File: src/rtl/decode_stage.sv
// RV32I decode stage: register file with write-through bypass, field/immediate
// decode, and a one-deep decode/execute pipeline register with stall and flush.
module decode_stage #(
  parameter logic [31:0] RESET_PC = 32'h0000_0000
) (
  input  logic        clock,
  input  logic        reset,
  input  logic [31:0] FD_Inst_code,
  input  logic [31:0] FD_PC,
  input  logic        FD_Valid,
  input  logic        stall,
  input  logic        flush,
  input  logic        WB_En,
  input  logic [4:0]  WB_Rd,
  input  logic [31:0] WB_Data,
  output logic        DE_Valid,
  output logic [31:0] DE_PC,
  output logic [6:0]  DE_Opcode,
  output logic [2:0]  DE_Funct3,
  output logic [6:0]  DE_Funct7,
  output logic [4:0]  DE_Rd,
  output logic [31:0] DE_Rs1_Data,
  output logic [31:0] DE_Rs2_Data,
  output logic [31:0] DE_Imm,
  output logic        DE_Illegal
);

  typedef enum logic [2:0] {
    FMT_R, FMT_I, FMT_S, FMT_B, FMT_U, FMT_J, FMT_ILL
  } fmt_e;

  typedef struct packed {
    logic        valid;
    logic [31:0] pc;
    logic [6:0]  opcode;
    logic [2:0]  funct3;
    logic [6:0]  funct7;
    logic [4:0]  rd;
    logic [31:0] rs1_data;
    logic [31:0] rs2_data;
    logic [31:0] imm;
    logic        illegal;
  } de_t;

  logic [31:0] inst;
  logic [4:0]  rs1_addr;
  logic [4:0]  rs2_addr;
  logic        wb_write;
  fmt_e        fmt;
  logic [31:0] imm;
  logic [31:0] rs1_data;
  logic [31:0] rs2_data;
  logic [31:0] rf_q [32];
  logic [31:0] rf_d [32];
  de_t         dec;
  de_t         de_q;
  de_t         de_d;

  assign inst     = FD_Inst_code;
  assign rs1_addr = inst[19:15];
  assign rs2_addr = inst[24:20];
  assign wb_write = WB_En && (WB_Rd != 5'd0);

  // Register file: entry 0 is kept at zero so x0 reads need no special port.
  always_comb begin
    rf_d = rf_q;
    if (wb_write) rf_d[WB_Rd] = WB_Data;
    rf_d[0] = '0;
  end

  always_ff @(posedge clock or posedge reset) begin
    if (reset) begin
      for (int i = 0; i < 32; i++) rf_q[i] <= '0;
    end else begin
      rf_q <= rf_d;
    end
  end

  // Same-cycle writeback wins over stored data so a dependent decode sees it.
  always_comb begin
    rs1_data = rf_q[rs1_addr];
    if (wb_write && (WB_Rd == rs1_addr)) rs1_data = WB_Data;
    if (rs1_addr == 5'd0) rs1_data = '0;
    rs2_data = rf_q[rs2_addr];
    if (wb_write && (WB_Rd == rs2_addr)) rs2_data = WB_Data;
    if (rs2_addr == 5'd0) rs2_data = '0;
  end

  always_comb begin
    case (inst[6:0])
      7'b0110011:                                     fmt = FMT_R;
      7'b0010011, 7'b0000011, 7'b1100111,
      7'b1110011, 7'b0001111:                         fmt = FMT_I;
      7'b0100011:                                     fmt = FMT_S;
      7'b1100011:                                     fmt = FMT_B;
      7'b0110111, 7'b0010111:                         fmt = FMT_U;
      7'b1101111:                                     fmt = FMT_J;
      default:                                        fmt = FMT_ILL;
    endcase
  end

  always_comb begin
    case (fmt)
      FMT_I:   imm = {{20{inst[31]}}, inst[31:20]};
      FMT_S:   imm = {{20{inst[31]}}, inst[31:25], inst[11:7]};
      FMT_B:   imm = {{19{inst[31]}}, inst[31], inst[7], inst[30:25], inst[11:8], 1'b0};
      FMT_U:   imm = {inst[31:12], 12'b0};
      FMT_J:   imm = {{11{inst[31]}}, inst[31], inst[19:12], inst[20], inst[30:21], 1'b0};
      default: imm = '0;
    endcase
  end

  always_comb begin
    dec          = '0;
    dec.valid    = FD_Valid;
    dec.pc       = FD_PC;
    dec.opcode   = inst[6:0];
    dec.funct3   = inst[14:12];
    dec.funct7   = inst[31:25];
    dec.rs1_data = rs1_data;
    dec.rs2_data = rs2_data;
    dec.imm      = imm;
    dec.illegal  = (fmt == FMT_ILL);
    if (fmt == FMT_R || fmt == FMT_I || fmt == FMT_U || fmt == FMT_J) dec.rd = inst[11:7];
  end

  // Pipeline control: flush inserts a bubble and overrides stall; stall holds
  // every field (operands included) while the register file keeps writing.
  always_comb begin
    de_d = de_q;
    if (flush) begin
      de_d = '0;
    end else if (!stall) begin
      de_d = dec;
    end
  end

  always_ff @(posedge clock or posedge reset) begin
    if (reset) begin
      de_q    <= '0;
      de_q.pc <= RESET_PC;
    end else begin
      de_q <= de_d;
    end
  end

  assign DE_Valid    = de_q.valid;
  assign DE_PC       = de_q.pc;
  assign DE_Opcode   = de_q.opcode;
  assign DE_Funct3   = de_q.funct3;
  assign DE_Funct7   = de_q.funct7;
  assign DE_Rd       = de_q.rd;
  assign DE_Rs1_Data = de_q.rs1_data;
  assign DE_Rs2_Data = de_q.rs2_data;
  assign DE_Imm      = de_q.imm;
  assign DE_Illegal  = de_q.illegal;

endmodule

File: config.mk
export PLATFORM = sky130hd
export DESIGN_NAME = decode_stage
export DESIGN_NICKNAME = d
export VERILOG_FILES = /design/src/rtl/decode_stage.sv
export SDC_FILE = /design/constraint.sdc
export NUM_CORES = 2
export LEC_CHECK = 0
export CORE_MARGIN = 5
export CORE_UTILIZATION = 55
export CTS_BUF_LIST = sky130_fd_sc_hd__clkbuf_8
export CTS_CLUSTER_DIAMETER = 120
export DETAILED_ROUTE_END_ITERATION = 8
export HOLD_SLACK_MARGIN = 0.15
export PLACE_DENSITY = 0.77
export SYNTH_ARGS = -nofsm -noshare
export SYNTH_HDL_FRONTEND = slang
export SYNTH_SLANG_ARGS = --single-unit
File: constraint.sdc
create_clock -name clock -period 44.7 [get_ports clock]
set_input_delay 13.41 -clock clock [delete_from_list [all_inputs] [get_ports clock]]
set_output_delay 13.41 -clock clock [all_outputs]
set_load 0.01 [all_outputs]
==> impl_metrics.yaml <==
route:
  ant_nets: 0
  wl_microns: 188000
  vias_per_cell: 7.05
  vias: 41200
  firstDrtPassIters: 6
  drt_iter0_drc: 4846
  post_drt_wl_per_cell_microns: 32.2
  drcViolationCount: 0
logic_synthesis:
  async_reset_ff_share_pct: 100
  yosysSeqAreaShare_pct: 48.1
  synth_cell_types: 67
  syn_area_sq_um: 59500
  avgSynthCellArea_sq_um: 14.2
  synth_ff_type: "dfrtp_1"
  yosys_warnings: 0
  synthCells: 4183
  synth-seq-cells: 1144
  synth-edff-count: 0
  syn-num-nets: 4291
grt:
  grt_pass1_vias: 42300
  grt_max_degree: 108
  grt_pass1_wl_microns: 281000
  antenna_found_initial: 12
  grt_usage_pct: 32.5
  grt_overflow: 0
die:
  die_y_microns: 339
  initial_core_util_pct: 55.5
  core_area_sq_um: 107000
  dieArea_sq_um: 115000
  num_io_pins: 259
  chipWidth_microns: 339
  row_count: 120
setup_path:
  r2r_end: "DE_Rs1_Data[14]$_DFFE_PP0P_"
  cpLargestDelayFamily: "buffers and inverters"
  crit_chain: "buf_8 -> buf_4 -> or4_1 -> o21ai_1 -> a31oi_4 -> buf_4 -> and2_1 -> o311ai_0 -> nand3_1"
  crit_slowest_cell: "and2_1"
  startpoint: "FD_Inst_code[16]"
  r2r_cells: 6
  startpoint_type: "input port"
  crit_type: "input port to flip-flop"
  path_max_fanout: 79
  end_kind: "flip-flop"
  ff2ff_setup_slack_ns: 42.63
  critPathBufInv: 3
  cpMostUsedCell: "buf_4"
  reg2reg_from: "rf_q[622]$_DFFE_PP0P_"
  arrival_ns: 17.67
  critPathRequiredTime_ns: 45.50
  max_stage_delay_ns: 1.04
pwr:
  irDropWorstVdd_mv: 0.0283
  p_per_area_nw_per_um2: 42.8
  leakage_nw: 29.2
layout:
  final_cells: 5848
  multiInputGateArea_sq_um: 29000
  final_cell_mix: "dfrtp_1, mux2_2, mux4_2, clkdlybuf4s50_1, clkbuf_8"
  nFillCells: 7944
  fin_util_pct: 62.1
  nNetsFinal: 4401
  area_delta_synth_final_pct: 12.0
  layout_commonest_cell: "dfrtp_1"
  ff_latch_area_sq_um: 28600
  drive_gt1_share_pct: 42.7
clock_network:
  cts_inserted_buffers: 188
  root_buffer: "clkbuf_8"
  clkTransAtPathRegs_ns: 0.06
  insertion_delay_ns: 0.87
  h-tree-depth: 4
  cts_setup_buffers: 0
  clockBufferDepth: 3
  hold_buffers: 0
  cts_resized: 0
  clock_sinks: 1144
  cts_tree: "built"
job:
  cap_violations: 0
placement:
  gp_congestion: 0.882
  dpl.hpwl_microns: 110000
  place.port_buffers: 258
  dp_cells: 5506
hold_path:
  hold_end: "DE_Imm[31]$_DFFE_PP0P_"
  hp-start: "DE_Imm[31]$_DFFE_PP0P_"
  hold_class: "flip-flop to flip-flop"
  whs_path_depth: 2
sta:
  hold_violations: 0
  slew_headroom_pct: 12.2
  setup_viol: 0
  clock_skew_ns: 0.0327
  worst_pin_slew_ns: 1.31
  post-route-min-period_ns: 16.87
  maxSlewViolCount: 0
  fin_crit_sh_pct: 37.7
  rsz0062_at_grt: "false"
  max_freq_mhz: 59.3
  tns_ns: 0
outcome:
  status: "completed"
## cells by family after synthesis
| kind of cell | Yosys count | synth area share [%] |
|---|---|---|
| muxes | 1645 | 38.7 |
| DFF | 1144 | 48.1 |
| AOI/OAI and AO/OA | 478 | 5.86 |
| and+or+nand+nor | 457 | 3.69 |
| buffers and inverters | 447 | 3.44 |
| xor gates and xnor gates | 11 | 0.162 |
| adders and majority gates | 1 | 0.0210 |
## per-layer routing
| layer | vias to the layer above | wire length [microns] | track usage [%] |
|---|---|---|---|
| met5 | - | 106 | 0.333 |
| met2 | 2620 | 84900 | 48.9 |
| li1 | 16300 | - | - |
| met4 | 8 | 9480 | 14.6 |
| met1 | 21700 | 73000 | 44.1 |
| met3 | 581 | 20900 | 9.70 |
## power by group
part	internal, mW	total [mW]	switching, mW	leakage [nW]
clock network	0.492	0.931	0.439	2.21
logic	0.334	0.562	0.227	12.3
registers	1.22	1.36	0.140	14.8
## worst min-delay path: stages (launching register included)
cell	delay [ns]
dfrtp_1	0.34
nand2_1	0.05
nand2_1	0.05
## cell usage after synthesis (all sizes together), types with 13 or more instances
| cell type | number | share of area [%] |
|---|---|---|
| a221o | 36 | 0.61 |
| a221oi | 61 | 0.90 |
| a22o | 13 | 0.19 |
| nor3 | 21 | 0.19 |
| o21ai | 53 | 0.45 |
| and3 | 18 | 0.19 |
| clkbuf | 209 | 1.3 |
| and2 | 23 | 0.25 |
| dfrtp | 1144 | 48 |
| a22oi | 66 | 0.83 |
| nand2 | 121 | 0.76 |
| nor2b | 54 | 0.57 |
| o2111ai | 40 | 0.59 |
| nand3 | 16 | 0.13 |
| o211ai | 19 | 0.24 |
| nor4 | 28 | 0.31 |
| mux4 | 412 | 16 |
| o22ai | 45 | 0.47 |
| a31oi | 16 | 0.18 |
| buf | 226 | 2.0 |
| mux2 | 1068 | 20 |
| nor2 | 147 | 0.93 |
| a21oi | 78 | 0.66 |
| mux2i | 165 | 2.8 |
## through the flow
stage	total power, mW	worst slack [ns]	cell area, sq um	hold WS, ns
final	2.85	27.83	66600	0.463
after global routing	2.96	27.27	66600	0.489
after CTS	2.85	27.83	66600	0.468
after detailed placement	1.93	26.88	62800	0.455
after global placement	1.90	26.96	62800	0.450
after floorplan	1.77	15.50	59500	0.488
## sequential cells by signal (all words and copies together), names as in the netlist
name,flops
DE_Funct3,3
DE_Illegal,1
DE_Rd,5
DE_Opcode,7
DE_Rs1_Data,32
DE_Valid,1
DE_Rs2_Data,32
rf_q,992
DE_PC,32
DE_Funct7,7
DE_Imm,32
## cell type report
type                            instances  area share (%)
Antenna cell                            5          0.0188
Clock buffer                          236            4.88
Clock inverter                        101           0.825
Inverter                               12          0.0752
Multi-Input combinational cell       2592            43.6
Sequential cell                      1144            43.0
Tap cell                             1403            2.64
Timing Repair Buffer                  355            5.02
## how the worst max path moves through the flow
stage                             endpoint  cells after the start
6_report       DE_Rs1_Data[17]$_DFFE_PP0P_                      9
5_1_grt              rf_q[671]$_DFFE_PP0P_                      6
4_1_cts              rf_q[167]$_DFFE_PP0P_                      6
3_5_place_dp         rf_q[521]$_DFFE_PP0P_                      6
3_3_place_gp         rf_q[553]$_DFFE_PP0P_                      6
2_1_floorplan     DE_Funct3[0]$_DFFE_PP0P_                      1
No activity file was read; power rests on OpenSTA's default activity.
